===== src/rtl/sp_ram_load_arbiter_if.sv =====
// Bundle of the core bus, loader byte stream and RAM port seen by sp_ram_load_arbiter.
// slave is the arbiter's view; master is the surrounding core/loader/RAM environment.
interface sp_ram_load_arbiter_if #(
    parameter int unsigned ADDR_WIDTH = 15,
    parameter int unsigned DATA_WIDTH = 32
);
    localparam int unsigned LANES = DATA_WIDTH / 8;

    logic                  core_req;
    logic                  core_gnt;
    logic [ADDR_WIDTH-1:0] core_addr;
    logic                  core_we;
    logic [LANES-1:0]      core_be;
    logic [DATA_WIDTH-1:0] core_wdata;
    logic                  core_rvalid;
    logic [DATA_WIDTH-1:0] core_rdata;

    logic                  load_start;
    logic [ADDR_WIDTH-1:0] load_addr;
    logic                  load_valid;
    logic                  load_ready;
    logic [7:0]            load_byte;
    logic                  load_last;
    logic                  load_busy;

    logic                  ram_en;
    logic [ADDR_WIDTH-1:0] ram_addr;
    logic [DATA_WIDTH-1:0] ram_wdata;
    logic                  ram_we;
    logic [LANES-1:0]      ram_be;
    logic [DATA_WIDTH-1:0] ram_rdata;

    modport slave (
        input  core_req, core_addr, core_we, core_be, core_wdata,
        output core_gnt, core_rvalid, core_rdata,
        input  load_start, load_addr, load_valid, load_byte, load_last,
        output load_ready, load_busy,
        output ram_en, ram_addr, ram_wdata, ram_we, ram_be,
        input  ram_rdata
    );

    modport master (
        output core_req, core_addr, core_we, core_be, core_wdata,
        input  core_gnt, core_rvalid, core_rdata,
        output load_start, load_addr, load_valid, load_byte, load_last,
        input  load_ready, load_busy,
        input  ram_en, ram_addr, ram_wdata, ram_we, ram_be,
        output ram_rdata
    );
endinterface


===== src/rtl/sp_ram_load_arbiter.sv =====
// Single-port RAM front end: packs loader bytes little-endian into words and
// arbitrates the RAM port between pending loader writes and the core bus.
module sp_ram_load_arbiter #(
    parameter int unsigned ADDR_WIDTH = 15,
    parameter int unsigned DATA_WIDTH = 32
) (
    input logic                  clk,
    input logic                  rst_n,
    sp_ram_load_arbiter_if.slave bus
);
    localparam int unsigned LANES = DATA_WIDTH / 8;
    localparam int unsigned LW    = $clog2(LANES);
    localparam int unsigned WA    = ADDR_WIDTH - LW;

    logic [WA-1:0]         ptr_q, ptr_d;
    logic [LW-1:0]         cnt_q, cnt_d;
    logic [DATA_WIDTH-1:0] buf_q, buf_d;
    logic [LANES-1:0]      msk_q, msk_d;
    logic                  pend_q, pend_d;
    logic                  rvalid_q, rvalid_d;

    logic                  gnt;
    logic                  ready;
    logic                  accept;
    logic [LW-1:0]         lane;
    logic                  unused_addr_lsb;

    assign ready  = rst_n & ~pend_q;
    assign gnt    = rst_n & bus.core_req & ~pend_q;
    assign accept = ready & bus.load_valid;
    // A byte arriving with start belongs to lane 0 of the new word.
    assign lane   = bus.load_start ? '0 : cnt_q;

    assign unused_addr_lsb = ^bus.load_addr[LW-1:0];

    always_ff @(posedge clk) begin
        if (!rst_n) begin
            ptr_q    <= '0;
            cnt_q    <= '0;
            buf_q    <= '0;
            msk_q    <= '0;
            pend_q   <= 1'b0;
            rvalid_q <= 1'b0;
        end else begin
            ptr_q    <= ptr_d;
            cnt_q    <= cnt_d;
            buf_q    <= buf_d;
            msk_q    <= msk_d;
            pend_q   <= pend_d;
            rvalid_q <= rvalid_d;
        end
    end

    always_comb begin
        ptr_d    = ptr_q;
        cnt_d    = cnt_q;
        buf_d    = buf_q;
        msk_d    = msk_q;
        pend_d   = pend_q;
        rvalid_d = gnt;

        if (pend_q) begin
            pend_d = 1'b0;
            msk_d  = '0;
            ptr_d  = ptr_q + 1'b1;
        end

        // Start overrides the post-write increment; the pending write still uses the old ptr.
        if (bus.load_start) begin
            ptr_d = bus.load_addr[ADDR_WIDTH-1:LW];
            cnt_d = '0;
            msk_d = '0;
        end

        if (accept) begin
            buf_d[int'(lane)*8 +: 8] = bus.load_byte;
            msk_d[lane]              = 1'b1;
            if (lane == LW'(LANES - 1) || bus.load_last) begin
                pend_d = 1'b1;
                cnt_d  = '0;
            end else begin
                cnt_d = lane + 1'b1;
            end
        end
    end

    always_comb begin
        bus.ram_en    = 1'b0;
        bus.ram_we    = 1'b0;
        bus.ram_addr  = bus.core_addr;
        bus.ram_wdata = bus.core_wdata;
        bus.ram_be    = bus.core_be;
        if (rst_n && pend_q) begin
            bus.ram_en    = 1'b1;
            bus.ram_we    = 1'b1;
            bus.ram_addr  = {ptr_q, {LW{1'b0}}};
            bus.ram_wdata = buf_q;
            bus.ram_be    = msk_q;
        end else if (gnt) begin
            bus.ram_en = 1'b1;
            bus.ram_we = bus.core_we;
        end
    end

    assign bus.core_gnt    = gnt;
    assign bus.core_rvalid = rvalid_q;
    assign bus.core_rdata  = bus.ram_rdata;
    assign bus.load_ready  = ready;
    assign bus.load_busy   = (cnt_q != '0) | pend_q;
endmodule


===== src/flat_wrapper.sv =====
// flat-port wrapper written by rule: the top's interface ports become plain ports
module sp_ram_load_arbiter_flat 
#(
    parameter int unsigned ADDR_WIDTH = 15,
    parameter int unsigned DATA_WIDTH = 32
)
  (clk, rst_n, bus_core_req, bus_core_addr, bus_core_we, bus_core_be, bus_core_wdata, bus_core_gnt, bus_core_rvalid, bus_core_rdata, bus_load_start, bus_load_addr, bus_load_valid, bus_load_byte, bus_load_last, bus_load_ready, bus_load_busy, bus_ram_en, bus_ram_addr, bus_ram_wdata, bus_ram_we, bus_ram_be, bus_ram_rdata);
  sp_ram_load_arbiter_if #(.ADDR_WIDTH(ADDR_WIDTH), .DATA_WIDTH(DATA_WIDTH)) bus_i ();
  input logic clk;
  input logic rst_n;
  input wire logic [$bits(bus_i.core_req)-1:0] bus_core_req;
  input wire logic [$bits(bus_i.core_addr)-1:0] bus_core_addr;
  input wire logic [$bits(bus_i.core_we)-1:0] bus_core_we;
  input wire logic [$bits(bus_i.core_be)-1:0] bus_core_be;
  input wire logic [$bits(bus_i.core_wdata)-1:0] bus_core_wdata;
  output wire logic [$bits(bus_i.core_gnt)-1:0] bus_core_gnt;
  output wire logic [$bits(bus_i.core_rvalid)-1:0] bus_core_rvalid;
  output wire logic [$bits(bus_i.core_rdata)-1:0] bus_core_rdata;
  input wire logic [$bits(bus_i.load_start)-1:0] bus_load_start;
  input wire logic [$bits(bus_i.load_addr)-1:0] bus_load_addr;
  input wire logic [$bits(bus_i.load_valid)-1:0] bus_load_valid;
  input wire logic [$bits(bus_i.load_byte)-1:0] bus_load_byte;
  input wire logic [$bits(bus_i.load_last)-1:0] bus_load_last;
  output wire logic [$bits(bus_i.load_ready)-1:0] bus_load_ready;
  output wire logic [$bits(bus_i.load_busy)-1:0] bus_load_busy;
  output wire logic [$bits(bus_i.ram_en)-1:0] bus_ram_en;
  output wire logic [$bits(bus_i.ram_addr)-1:0] bus_ram_addr;
  output wire logic [$bits(bus_i.ram_wdata)-1:0] bus_ram_wdata;
  output wire logic [$bits(bus_i.ram_we)-1:0] bus_ram_we;
  output wire logic [$bits(bus_i.ram_be)-1:0] bus_ram_be;
  input wire logic [$bits(bus_i.ram_rdata)-1:0] bus_ram_rdata;
  assign bus_i.core_req = bus_core_req;
  assign bus_i.core_addr = bus_core_addr;
  assign bus_i.core_we = bus_core_we;
  assign bus_i.core_be = bus_core_be;
  assign bus_i.core_wdata = bus_core_wdata;
  assign bus_core_gnt = bus_i.core_gnt;
  assign bus_core_rvalid = bus_i.core_rvalid;
  assign bus_core_rdata = bus_i.core_rdata;
  assign bus_i.load_start = bus_load_start;
  assign bus_i.load_addr = bus_load_addr;
  assign bus_i.load_valid = bus_load_valid;
  assign bus_i.load_byte = bus_load_byte;
  assign bus_i.load_last = bus_load_last;
  assign bus_load_ready = bus_i.load_ready;
  assign bus_load_busy = bus_i.load_busy;
  assign bus_ram_en = bus_i.ram_en;
  assign bus_ram_addr = bus_i.ram_addr;
  assign bus_ram_wdata = bus_i.ram_wdata;
  assign bus_ram_we = bus_i.ram_we;
  assign bus_ram_be = bus_i.ram_be;
  assign bus_i.ram_rdata = bus_ram_rdata;
  sp_ram_load_arbiter #(.ADDR_WIDTH(ADDR_WIDTH), .DATA_WIDTH(DATA_WIDTH)) u_core (.clk(clk), .rst_n(rst_n), .bus(bus_i));
endmodule

===== config.mk =====
export PLATFORM = sky130hd
export DESIGN_NAME = sp_ram_load_arbiter_flat
export DESIGN_NICKNAME = d
export VERILOG_FILES = /design/src/rtl/sp_ram_load_arbiter_if.sv /design/src/rtl/sp_ram_load_arbiter.sv /design/src/flat_wrapper.sv
export SDC_FILE = /design/constraint.sdc
export NUM_CORES = 1
export LEC_CHECK = 0
export CELL_PAD_IN_SITES_DETAIL_PLACEMENT = 1
export CELL_PAD_IN_SITES_GLOBAL_PLACEMENT = 2
export CORE_UTILIZATION = 18
export CTS_BUF_LIST = sky130_fd_sc_hd__clkbuf_4 sky130_fd_sc_hd__clkbuf_8 sky130_fd_sc_hd__clkbuf_16
export DETAILED_ROUTE_END_ITERATION = 7
export HOLD_SLACK_MARGIN = 0.03
export PLACE_DENSITY = 0.8
export SYNTH_ARGS = -nofsm -noshare
export SYNTH_HDL_FRONTEND = slang
export SYNTH_SLANG_ARGS = --single-unit

===== constraint.sdc =====
create_clock -name clk -period 2.5 [get_ports clk]
set_input_delay 0.5 -clock clk [delete_from_list [all_inputs] [get_ports clk]]
set_output_delay 0.5 -clock clk [all_outputs]
set_load 0.05 [all_outputs]

======== After elaboration in Yosys (flattened, before gate mapping) ========
Cells that the tools add are included.
storage, ports and cells
  flip-flop bits (word level) ............. 53
  latch bits .............................. 0
  RAM bits ................................ 0
  ROM bits ................................ 0
  bits of input ports ..................... 113
  output and inout port bits .............. 89
  word-level logic and storage cells ...... 46
  memories ................................ 0
cells by class
  add/sub/neg operators ................... 3
  $mul .................................... 0
  div/mod/pow operators ................... 0
  $lt $le $gt $ge ......................... 2
  equality and inequality tests ........... 1
  shift operators ......................... 2
  muxes and demuxes ....................... 19
  bitwise operators ....................... 7
  reduce and logical (&&, ||, !) cells .... 6
operators by type and width
  operator                   number
  $neg A5 Y33                1
  $shift A8 B33 Y32 const A  1
  $shiftx A8 B33 Y32         1
  $bwmux W32                 1
  $mux W32                   1
  $mux W13                   2
  $mux W4                    4
  $mux W15                   1
  $add A13 B1 Y13 const B    1
  $mux W1                    6
  $mux W2                    3
  $and A1 B1 Y1              4
  $or A4 B4 Y4               1
  $reduce_bool A2 Y1         2
  $lt A2 B3 Y1 const B       1
  $add A2 B1 Y2 const B      1
  $demux W1 S2               1
  $eq A2 B2 Y1 const B       1
  $ge A2 B1 Y1 const B       1
  $logic_and A1 B1 Y1        2
  $reduce_and A2 Y1          1
  $logic_or A1 B1 Y1         1
  $not A1 Y1                 1
  $or A1 B1 Y1               1

======== Logic depth before layout (Yosys ltp) ========
Gate-level depths: netlist of the first run.
  depth in word-level cells ............... 7
  mapped depth ............................ 8
  gate-level depth less buffers ........... 7

======== Least setup slack after synthesis of the first run ========
No wires, ideal clock.
  path kind ............................... in2out
  start ................................... input rst_n
  end ..................................... output bus_ram_addr[13]
  arrival ................................. 2156 ps
  required time ........................... 2000 ps
  slack ................................... -156 ps
  stages .................................. 4
  buffers on the path ..................... 2
  path through ............................ buf_2 > nand2_1 > clkbuf_1 > o21ai_0
on the way
  cells in the longest elaborated chain, start to end .. 2
RTL lines
  what                 RTL line                   text
  start: declaration   flat_wrapper.sv:10         input logic rst_n;
  $logic_and A1 B1 Y1  sp_ram_load_arbiter.sv:93  if (rst_n && pend_q) begin
  $mux W15             sp_ram_load_arbiter.sv:93
  end: declaration     flat_wrapper.sv:27         output wire logic [$bits(bus_i.ram_addr)-1:0] bus_ram_addr;
Every way passes these cells.

======== Worst setup path in the final report of the first run ========
  start ................................... input bus_load_start
  end ..................................... register u_core.buf_q[10]
on the way
  cells in the longest elaborated chain, start to end .. 4
  elaborated cells on any way between the ends .. 5
  classes of those cells .................. add/sub (1); shift (2); mux (2)
RTL lines
  what                                                     RTL line                   text
  start: declaration                                       flat_wrapper.sv:19         input wire logic [$bits(bus_i.load_start)-1:0] bus_load_start;
  $mux W2 *                                                sp_ram_load_arbiter.sv:32  assign lane = bus.load_start ? '0 : cnt_q;
  $neg A5 Y33 *                                            sp_ram_load_arbiter.sv:76  buf_d[int'(lane)*8 +: 8] = bus.load_byte;
  $shiftx A8 B33 Y32 or $shift A8 B33 Y32 (tied branches)  sp_ram_load_arbiter.sv:76
  $bwmux W32 *                                             sp_ram_load_arbiter.sv:76
  end signal: assignment                                   sp_ram_load_arbiter.sv:47  buf_q <= buf_d;
  end: declaration                                         sp_ram_load_arbiter.sv:17  logic [DATA_WIDTH-1:0] buf_q, buf_d;
Every way passes the cells marked *; elsewhere a longest branch is shown, timed or not.
A chain may end at the register's enable or synchronous reset.

==> flow_summary_export.csv, run 1 <==
group,metric,value,unit
status,outcome,"completed",
clocking,clock_tree_from_tritoncts,"yes",
timing,setup-violations-final,0,
floorplan,die-height,135.6,um
cells_and_area,seq_area,1061,um2
worst_setup_path,setup.worst_path.end_class,"flip-flop",
power,p_comb_share,33.6,%
clocking,cts_setup_buffers,0,
floorplan,die_area,18380,um2
floorplan,placement_rows,48,
timing,timing_worst_slew_pin_value,0.5627,ns
worst_setup_path,r2r-end,"u_core.buf_q[10]",
cells_and_area,multi_input_area,1770,um2
yosys,post_syn_instances,338,
timing,min_period_over_period,94.60,%
global_routing,global_route.overflow_total,0,
floorplan,core_region_area,17360,um2
run,maxCapViolCount,0,
drt,routed_wire_length_per_instance,16.36,um
global_routing,grt_max_degree,55,
yosys,synth.distinct_cells,48,
timing,report.final.hold_viol_count,0,
clocking,clk_pin_slew,0.07,ns
floorplan,chipWidth,135.6,um
clocking,clock-root-buffer,"sky130_fd_sc_hd__clkbuf_16",
worst_setup_path,r2r_slack,0.61,ns
worst_setup_path,cells_along_the_critical_path,"clkdlybuf4s50_1, nand2b_1, ha_1, or2_1, or4_1, o2bb2ai_1",
global_routing,grt_pass1_vias,3246,
drt,drt-total-wl,10990,um
power,cellInternalPower,1.664,mW
power,power-per-cell-area,447.5,nW/um2
timing,clock_skew,0.005718,ns
min_path,hold_path_class,"reg2reg",
worst_setup_path,critical_path.endpoint,"u_core.buf_q[10]",
timing,finalCriticalPeriod,2.365,ns
drt,first_pass_iters,4,
cells_and_area,drive_above_1_share,31.32,%
clocking,clock_sink_count,53,
yosys,synth_flop_cell,"sky130_fd_sc_hd__dfxtp_1",
worst_setup_path,worstPathMaxFanout,8,
power,sw_pwr,728.6,uW
cells_and_area,layout-area-overhead-vs-synth,66.46,%
clocking,cts_buffers,5,
worst_setup_path,critical_path.max_stage_delay,0.65,ns
worst_setup_path,startpoint_type,"input pin",
worst_setup_path,worst_flop_to_flop_path_startpoint,"u_core.cnt_q[0]",
yosys,mean_syn_cell_area,9.502,um2
power,power_frac_clock,29.0,%
worst_setup_path,worst-path-buf-inv,1,
worst_setup_path,rr_worst_depth,5,
drt,drtAntennaViolNets,0,
cells_and_area,postLayoutCoreUtil,30.80,%
cells_and_area,diodes,0,
timing,max_slew_margin,62.37,%
timing,fmax,0.4228,GHz
drt,dr_total_vias,2971,
yosys,synth_area,3212,um2
worst_setup_path,critPathLaunch,"bus_load_start",
yosys,synth_nets,459,
timing,fin_ws,0.1349,ns
drt,dr.first_iter.drc_count,99,
global_routing,grt.total_usage,11.90,%
power,share_seq_of_total_power,37.3,%
clocking,clock_buffer_depth,2,
drt,vias_per_cell,4.421,
yosys,yosys_warnings,0,
worst_setup_path,critPathTopFamily,"simple AND/OR/NAND/NOR gates",
yosys,synth_seq_area_share,33.03,%
floorplan,pin_count,202,
placed_design,post-place-ws,-0.1754,ns
clocking,worst_skew_pair.late_latency,0.29,ns
placed_design,place.gp.congestion,0.7285,
power,power.switching_fraction,30.45,%
worst_setup_path,crit_arrival,2.58,ns
yosys,synth.ff_latch_count,53,
floorplan,initial_util,18.50,%
placed_design,place.detailed.hpwl,8571,um
power,ir_worst_vdd,0.0002428,V
cells_and_area,final_net_count,567,
worst_setup_path,critical_path_cell_count,6,
clocking,post_cts.resized_instances,0,
yosys,asyncSetResetFlopFracSynth,0,%
timing,maxSlewViolCount,0,
worst_setup_path,path_class,"in2reg",
worst_setup_path,worst-endpoint-required,2.72,ns
global_routing,grt_antenna_before_repair,0,
clocking,cts_htree_levels,2,
timing,rsz0062_at_grt,"false",
worst_setup_path,worst_path_max_delay_cell,"sky130_fd_sc_hd__or4_1",
drt,drc_errors,0,
cells_and_area,nFillCells,1905,
global_routing,first_pass_grt_wire_length,17130,um
placed_design,buffer_ports.inserted,135,
yosys,edff_count_synth,0,
power,leakage,2.064,nW
clocking,cts-hold-fix-buffers,0,
power,report.power.total,2.393,mW
worst reg2reg max path: stages (launching register included):
cell and delay, ns:
sky130_fd_sc_hd__dfxtp_1 0.33, sky130_fd_sc_hd__nand2b_1 0.13, sky130_fd_sc_hd__ha_1 0.23, sky130_fd_sc_hd__or2_1 0.26, sky130_fd_sc_hd__or4_1 0.65, sky130_fd_sc_hd__o2bb2ai_1 0.21
how the worst min path moves through the flow:
stage	depth (start not counted)	from	end	slack (ns)
global placement	1	u_core.buf_q[15]	u_core.buf_q[15]	0.44
detailed placement	1	u_core.buf_q[15]	u_core.buf_q[15]	0.46
floorplan	1	u_core.buf_q[10]	u_core.buf_q[10]	0.43
global route	1	u_core.buf_q[13]	u_core.buf_q[13]	0.49
CTS	1	u_core.buf_q[15]	u_core.buf_q[15]	0.48
finish	2	u_core.buf_q[4]	u_core.buf_q[4]	0.48
sequential cells by signal, summed over array words and instances, names as in the netlist:
signal,cells
u_core.pend_q,1
u_core.cnt_q,2
u_core.bus.core_rvalid,1
u_core.ptr_q,13
u_core.buf_q,32
u_core.msk_q,4
area by class of cell:
cell class	instances	share of cell area (%)
Multi-Input combinational cell	222	33.11
Clock buffer	6	2.481
Timing Repair Buffer	157	38.52
Inverter	7	0.4915
Tap cell	225	5.266
Sequential cell	53	19.85
Clock inverter	2	0.2808
cell families (layout without fill, tap and decap cells):
| family | after synthesis | after routing | share of synthesized area (%) |
|---|---|---|---|
| AND/OR/NAND/NOR | 90 | 90 | 16.13 |
| AO/OA/AOI/OAI | 72 | 72 | 17.92 |
| adder cells (fa/ha/maj) | 8 | 8 | 3.117 |
| XOR/XNOR | 4 | 4 | 1.091 |
| flip-flops | 53 | 53 | 33.03 |
| multiplexers | 48 | 48 | 16.79 |
| buffers and inverters | 63 | 172 | 11.92 |
cells in the mapped netlist (4+ instances only):
master	instances	area (um2)
sky130_fd_sc_hd__mux2_2	47	529.3
sky130_fd_sc_hd__clkbuf_1	13	48.80
sky130_fd_sc_hd__a22oi_1	4	30.03
sky130_fd_sc_hd__inv_1	7	26.28
sky130_fd_sc_hd__nand3_1	5	25.02
sky130_fd_sc_hd__ha_1	8	100.1
sky130_fd_sc_hd__or4_1	4	30.03
sky130_fd_sc_hd__and3_1	4	25.02
sky130_fd_sc_hd__nand2b_1	4	25.02
sky130_fd_sc_hd__a31oi_1	4	25.02
sky130_fd_sc_hd__nand2_1	29	108.9
sky130_fd_sc_hd__nor2_1	9	33.78
sky130_fd_sc_hd__a32o_1	8	80.08
sky130_fd_sc_hd__o21ai_0	10	50.05
sky130_fd_sc_hd__nand4_1	12	75.07
sky130_fd_sc_hd__buf_2	9	45.04
sky130_fd_sc_hd__buf_4	32	240.2
sky130_fd_sc_hd__dfxtp_1	53	1061
sky130_fd_sc_hd__o2bb2ai_1	15	131.4
sky130_fd_sc_hd__o211a_1	4	40.04
sky130_fd_sc_hd__a21boi_0	9	67.56
cells in the final DEF, fill, tap and decap left out, types with 9 or more instances in the layout:
| cell | instances |
|---|---|
| sky130_fd_sc_hd__a21boi_0 | 9 |
| sky130_fd_sc_hd__clkdlybuf4s50_1 | 78 |
| sky130_fd_sc_hd__dfxtp_1 | 53 |
| sky130_fd_sc_hd__o21ai_0 | 10 |
| sky130_fd_sc_hd__mux2_2 | 47 |
| sky130_fd_sc_hd__nand4_1 | 12 |
| sky130_fd_sc_hd__o2bb2ai_1 | 15 |
| sky130_fd_sc_hd__buf_12 | 55 |
| sky130_fd_sc_hd__nor2_1 | 9 |
| sky130_fd_sc_hd__buf_4 | 23 |
| sky130_fd_sc_hd__nand2_1 | 28 |
stage by stage:
| stage | cells | hold WS [ns] | area, um2 | TNS, ns |
|---|---|---|---|---|
| 2_1_floorplan | 338 | 0.4285 | 3212 | -0.3115 |
| 3_3_place_gp | 664 | 0.4433 | 5199 | -0.8843 |
| 3_5_place_dp | 664 | 0.4566 | 5199 | -2.065 |
| 4_1_cts | 672 | 0.4761 | 5346 | 0 |
| 5_1_grt | 672 | 0.4904 | 5346 | 0 |
| 6_report | 672 | 0.4756 | 5346 | 0 |
power groups by stage:
stage               Combinational (mW)  Sequential, mW  Clock, mW
floorplan                        0.514           0.907          0
global placement                 0.797           0.912          0
detailed placement               0.809           0.914          0
CTS                              0.813           0.894      0.724
global route                     0.845           0.898      0.756
finish                           0.805           0.893      0.695
routing by layer:
metal	global-route usage [%]	routed length (um)
met1	14.35	4593
met4	3.433	113
met5	0	0
met3	1.758	430
met2	21.60	5852
(Power assumes the default switching activity.)
==> run 2: changes to the inputs <==
- CORE_UTILIZATION: 18 -> 20
- PLACE_DENSITY: 0.8 -> 0.84
- clock period: 2.5 -> 2.2 ns (I/O delays scaled with it)
==> run 2 against run 1 <==
Global-route usage grew 1.3 points; clock power up 15%; non-clock buffer count unchanged; die area fell by 9.9%; critical path type unchanged; largest cell class unchanged; largest power group unchanged.
==> flow_summary_export.csv, run 2 (same netlist as run 1, synthesis figures left out) <==
group,metric,value,unit
status,outcome,"completed",
cells_and_area,drive_above_1_share,31.99,%
worst_setup_path,rr_worst_depth,7,
worst_setup_path,critPathLaunch,"bus_load_start",
cells_and_area,layout-area-overhead-vs-synth,66.54,%
global_routing,grt_pass1_vias,3255,
placed_design,buffer_ports.inserted,135,
worst_setup_path,worstPathMaxFanout,8,
drt,drc_errors,0,
drt,first_pass_iters,4,
worst_setup_path,worst-endpoint-required,2.44,ns
worst_setup_path,critPathTopFamily,"simple AND/OR/NAND/NOR gates",
placed_design,placedInstanceArea,5199,um2
drt,vias_per_cell,4.495,
clocking,post_cts.resized_instances,2,
global_routing,grt.total_usage,13.15,%
power,cellInternalPower,1.896,mW
timing,setup-violations-final,0,
power,ir_worst_vdd,0.0003119,V
power,power.switching_fraction,30.67,%
timing,fmax,0.4878,GHz
drt,dr.first_iter.drc_count,88,
floorplan,core_region_area,15430,um2
cells_and_area,postLayoutCoreUtil,34.67,%
cells_and_area,largest_registers,"u_core.buf_q: 32 flops, u_core.ptr_q: 13 flops, u_core.msk_q: 4 flops",
clocking,clock-root-buffer,"sky130_fd_sc_hd__clkbuf_16",
timing,rsz0062_at_grt,"false",
global_routing,grt_antenna_before_repair,0,
global_routing,grt_max_degree,55,
cells_and_area,most-common-layout-cells,"sky130_fd_sc_hd__clkdlybuf4s50_1, sky130_fd_sc_hd__buf_12, sky130_fd_sc_hd__dfxtp_1, sky130_fd_sc_hd__mux2_2, sky130_fd_sc_hd__nand2_1",
cells_and_area,nFillCells,1709,
worst_setup_path,worst-path-buf-inv,4,
cells_and_area,largest_reg_flops,32,
timing,report.final.hold_viol_count,0,
placed_design,place.detailed.instances,650,
drt,dr_total_vias,2958,
timing,min_period_over_period,93.17,%
cells_and_area,most_frequent_standard_cell_in_the_layout_excluding_fill_and_tap_cells,"sky130_fd_sc_hd__clkdlybuf4s50_1",
drt,drt-total-wl,10930,um
clocking,clock_tree_from_tritoncts,"yes",
floorplan,die-height,128.7,um
timing,finalCriticalPeriod,2.050,ns
drt,drtAntennaViolNets,0,
worst_setup_path,r2r_slack,0.32,ns
power,report.power.total,2.735,mW
power,power_frac_clock,29.2,%
worst_setup_path,critical_path.max_stage_delay,0.58,ns
power,sw_pwr,838.8,uW
timing,max_slew_margin,55.20,%
clocking,cts-hold-fix-buffers,0,
worst_setup_path,startpoint_type,"input pin",
clocking,cts_buffers,5,
min_path,hold_path_class,"reg2reg",
drt,routed_wire_length_per_instance,16.61,um
clocking,cts_setup_buffers,0,
floorplan,die_area,16570,um2
clocking,cts_htree_levels,2,
clocking,clock_buffer_depth,2,
floorplan,placement_rows,45,
worst_setup_path,setup.worst_path.end_class,"flip-flop",
floorplan,chipWidth,128.7,um
worst_setup_path,critical_path.endpoint,"u_core.buf_q[21]",
cells_and_area,seq_area,1061,um2
placed_design,place.detailed.hpwl,8650,um
timing,clock_skew,0.005784,ns
cells_and_area,largest-register,"u_core.buf_q",
clocking,worst_skew_pair.late_latency,0.29,ns
cells_and_area,post_layout_cell_count,658,
worst_setup_path,critical_path_cell_count,9,
power,leakage,2.072,nW
worst_setup_path,path_class,"in2reg",
power,share_seq_of_total_power,37.1,%
placed_design,place.gp.congestion,0.7762,
cells_and_area,stdcell_area,5349,um2
timing,timing_worst_slew_pin_value,0.6705,ns
power,p_comb_share,33.7,%
cells_and_area,multi_input_area,1779,um2
timing,maxSlewViolCount,0,
clocking,clk_pin_slew,0.07,ns
worst_setup_path,worst_flop_to_flop_path_startpoint,"u_core.cnt_q[1]",
global_routing,first_pass_grt_wire_length,17110,um
run,maxCapViolCount,0,
floorplan,pin_count,202,
cells_and_area,final_net_count,567,
global_routing,global_route.overflow_total,0,
cells_and_area,diodes,0,
worst_setup_path,crit_arrival,2.29,ns
floorplan,initial_util,20.82,%
worst_setup_path,r2r-end,"u_core.buf_q[21]",
power,power-per-cell-area,511.4,nW/um2
worst_setup_path,cells_along_the_critical_path,"dlygate4sd2_1, inv_1, nand2_1, buf_4, inv_1, ha_1, nand2_1, or4b_4, a2bb2o_4",
worst_setup_path,worst_path_max_delay_cell,"sky130_fd_sc_hd__or4b_4",
clocking,clock_sink_count,53,
run 2: worst reg2reg max path: cells and delay by family (launching register included):
kind	cells	cell delay (ns)
AOI/OAI and AO/OA	1	0.24
adders and majority gates	1	0.19
buffers and inverters	2	0.29
DFF	1	0.34
and+or+nand+nor	3	0.77
run 2: how the worst min path moves through the flow:
stage,start,endpoint,slack (ns),cells past startpoint
2_1_floorplan,u_core.buf_q[10],u_core.buf_q[10],0.43,1
3_3_place_gp,u_core.buf_q[18],u_core.buf_q[18],0.45,1
3_5_place_dp,u_core.buf_q[23],u_core.buf_q[23],0.46,1
4_1_cts,u_core.buf_q[23],u_core.buf_q[23],0.48,1
5_1_grt,u_core.buf_q[20],u_core.buf_q[20],0.49,1
6_report,u_core.buf_q[23],u_core.buf_q[23],0.48,1
run 2: power by group through the flow:
stage | clock network, mW | logic (mW) | registers (mW)
finish | 0.799 | 0.921 | 1.01
global route | 0.865 | 0.965 | 1.02
CTS | 0.813 | 0.930 | 1.02
detailed placement | 0 | 0.927 | 1.04
global placement | 0 | 0.910 | 1.04
floorplan | 0 | 0.586 | 1.03
run 2: final cells by class:
type                    instances  share of cell area, %
clock inverters                 2                 0.2807
inverters                       7                 0.4912
well taps                     211                  4.936
multi-input cells             222                  33.26
flip-flops and latches         53                  19.84
clock buffers                   6                  2.480
repair buffers                157                  38.71
run 2: per-stage QoR:
| step | setup WS (ns) | TNS [ns] | hold slack, ns |
|---|---|---|---|
| 2_1_floorplan | -0.3358 | -0.6715 | 0.4285 |
| 3_3_place_gp | -0.3008 | -6.275 | 0.4516 |
| 3_5_place_dp | -0.3833 | -8.450 | 0.4589 |
| 4_1_cts | 0.1310 | 0 | 0.4762 |
| 5_1_grt | 0.03308 | 0 | 0.4871 |
| 6_report | 0.1502 | 0 | 0.4781 |
run 2: routing by layer:
metal	wire length, um	global-route usage (%)	up-vias
met1	4560	15.88	1446
met5	0	0	-
met4	168	3.806	0
li1	-	-	1423
met3	417	1.913	13
met2	5782	24.04	76
==> run 3: changes to the inputs <==
- CORE_MARGIN: default -> 2
==> run 3 against run 2 <==
Critical path depth unchanged; die area grew 3.1%; first-iteration DRC count is 13% higher; clock power rose by 2%; worst hold slack worse by 0.0021 ns.
==> flow_summary_export.csv, run 3 (same netlist as run 1, synthesis figures left out) <==
group,metric,value,unit
cells_and_area,post_layout_cell_count,661,
drt,drt-total-wl,11050,um
clocking,cts_setup_buffers,0,
worst_setup_path,r2r_slack,0.36,ns
clocking,clock_sink_count,53,
cells_and_area,largest-register,"u_core.buf_q",
placed_design,place.gp.congestion,0.7538,
drt,dr.first_iter.drc_count,99,
timing,maxSlewViolCount,0,
timing,max_slew_margin,56.37,%
timing,min_period_over_period,90.75,%
floorplan,pin_count,202,
cells_and_area,layout-area-overhead-vs-synth,66.50,%
power,leakage,2.070,nW
floorplan,die-height,130.7,um
clocking,clock_tree_from_tritoncts,"yes",
worst_setup_path,path_class,"in2reg",
timing,setup-violations-final,0,
cells_and_area,final_net_count,565,
timing,timing_worst_slew_pin_value,0.6530,ns
drt,drc_errors,0,
floorplan,core_region_area,15770,um2
placed_design,buffer_ports.inserted,135,
worst_setup_path,startpoint_type,"input pin",
power,report.power.total,2.749,mW
drt,first_pass_iters,5,
cells_and_area,drive_above_1_share,31.69,%
cells_and_area,most-common-layout-cells,"sky130_fd_sc_hd__clkdlybuf4s50_1, sky130_fd_sc_hd__buf_12, sky130_fd_sc_hd__dfxtp_1, sky130_fd_sc_hd__mux2_2, sky130_fd_sc_hd__nand2_1",
placed_design,place.detailed.hpwl,8643,um
power,power-per-cell-area,514.0,nW/um2
global_routing,grt_max_degree,55,
power,ir_worst_vdd,0.0002694,V
floorplan,placement_rows,46,
placed_design,place.detailed.instances,653,
clocking,clock-root-buffer,"sky130_fd_sc_hd__clkbuf_16",
clocking,cts_htree_levels,2,
global_routing,grt_antenna_before_repair,0,
drt,dr_total_vias,2947,
global_routing,grt.total_usage,12.76,%
min_path,hold_path_class,"reg2reg",
drt,drtAntennaViolNets,0,
worst_setup_path,setup.worst_path.end_class,"flip-flop",
cells_and_area,largest_registers,"u_core.buf_q: 32 flops, u_core.ptr_q: 13 flops, u_core.msk_q: 4 flops",
global_routing,grt_pass1_vias,3123,
clocking,clk_pin_slew,0.07,ns
global_routing,first_pass_grt_wire_length,16920,um
timing,hold-worst-slack,0.4760,ns
timing,finalCriticalPeriod,1.997,ns
drt,vias_per_cell,4.458,
status,outcome,"completed",
cells_and_area,most_frequent_standard_cell_in_the_layout_excluding_fill_and_tap_cells,"sky130_fd_sc_hd__clkdlybuf4s50_1",
drt,routed_wire_length_per_instance,16.72,um
cells_and_area,diodes,0,
global_routing,global_route.overflow_total,0,
floorplan,initial_util,20.37,%
clocking,clock_buffer_depth,2,
cells_and_area,postLayoutCoreUtil,33.91,%
clocking,cts_buffers,5,
worst_setup_path,worst-endpoint-required,2.44,ns
worst_setup_path,crit_arrival,2.24,ns
timing,fin_ws,0.2034,ns
timing,clock_skew,0.004265,ns
clocking,cts-hold-fix-buffers,0,
worst_setup_path,worstPathMaxFanout,8,
placed_design,post-place-ws,-0.3835,ns
timing,report.final.hold_viol_count,0,
clocking,worst_skew_pair.late_latency,0.29,ns
cells_and_area,largest_reg_flops,32,
floorplan,chipWidth,130.7,um
timing,fmax,0.5009,GHz
timing,rsz0062_at_grt,"false",
run,maxCapViolCount,0,
floorplan,die_area,17090,um2
clocking,post_cts.resized_instances,3,
[run 3: power by group]
part           internal [mW]  switching (mW)  total [mW]
clock                  0.429           0.382       0.811
sequential             0.987          0.0291        1.02
combinational          0.474           0.448       0.922
total                   1.89           0.859        2.75
[run 3: metal layers]
metal / part of all wire (%) / global-route usage, % / up-vias
li1: - / - / 1424
met1: 41 / 15.15 / 1434
met2: 54 / 23.84 / 77
met3: 3.6 / 1.792 / 12
met4: 1.3 / 3.692 / 0
met5: 0 / 0 / -
[run 3: worst max-delay path, stage by stage]
cell and delay (ns):
sky130_fd_sc_hd__dlygate4sd2_1 0.28, sky130_fd_sc_hd__inv_1 0.09, sky130_fd_sc_hd__nand2_1 0.09, sky130_fd_sc_hd__buf_4 0.15
sky130_fd_sc_hd__inv_1 0.12, sky130_fd_sc_hd__ha_1 0.22, sky130_fd_sc_hd__nand2_1 0.07, sky130_fd_sc_hd__or4b_4 0.55
sky130_fd_sc_hd__a2bb2o_4 0.23
[run 3: stage by stage]
stage / setup TNS [ns] / area (um2)
2_1_floorplan: -0.6715 / 3227
3_3_place_gp: -6.522 / 5190
3_5_place_dp: -8.926 / 5190
4_1_cts: 0 / 5348
5_1_grt: 0 / 5348
6_report: 0 / 5348
[run 3: final timing paths]
check,from,endpoint,cells after the start
worst max register to register,u_core.ptr_q[2],u_core.ptr_q[8],3
worst min-delay path,u_core.buf_q[23],u_core.buf_q[23],1
worst min register to register,u_core.buf_q[23],u_core.buf_q[23],1
worst max-delay path,bus_load_start,u_core.buf_q[21],9
[run 3: layout make-up]
| cell class | instances | area, um2 |
|---|---|---|
| clock inverters | 3 | 25.02 |
| multi-input cells | 222 | 1784 |
| repair buffers | 155 | 2056 |
| well taps | 216 | 270.3 |
| fillers | 1787 | 10420 |
| clock buffers | 5 | 125.1 |
| flip-flops and latches | 53 | 1061 |
| inverters | 7 | 26.28 |
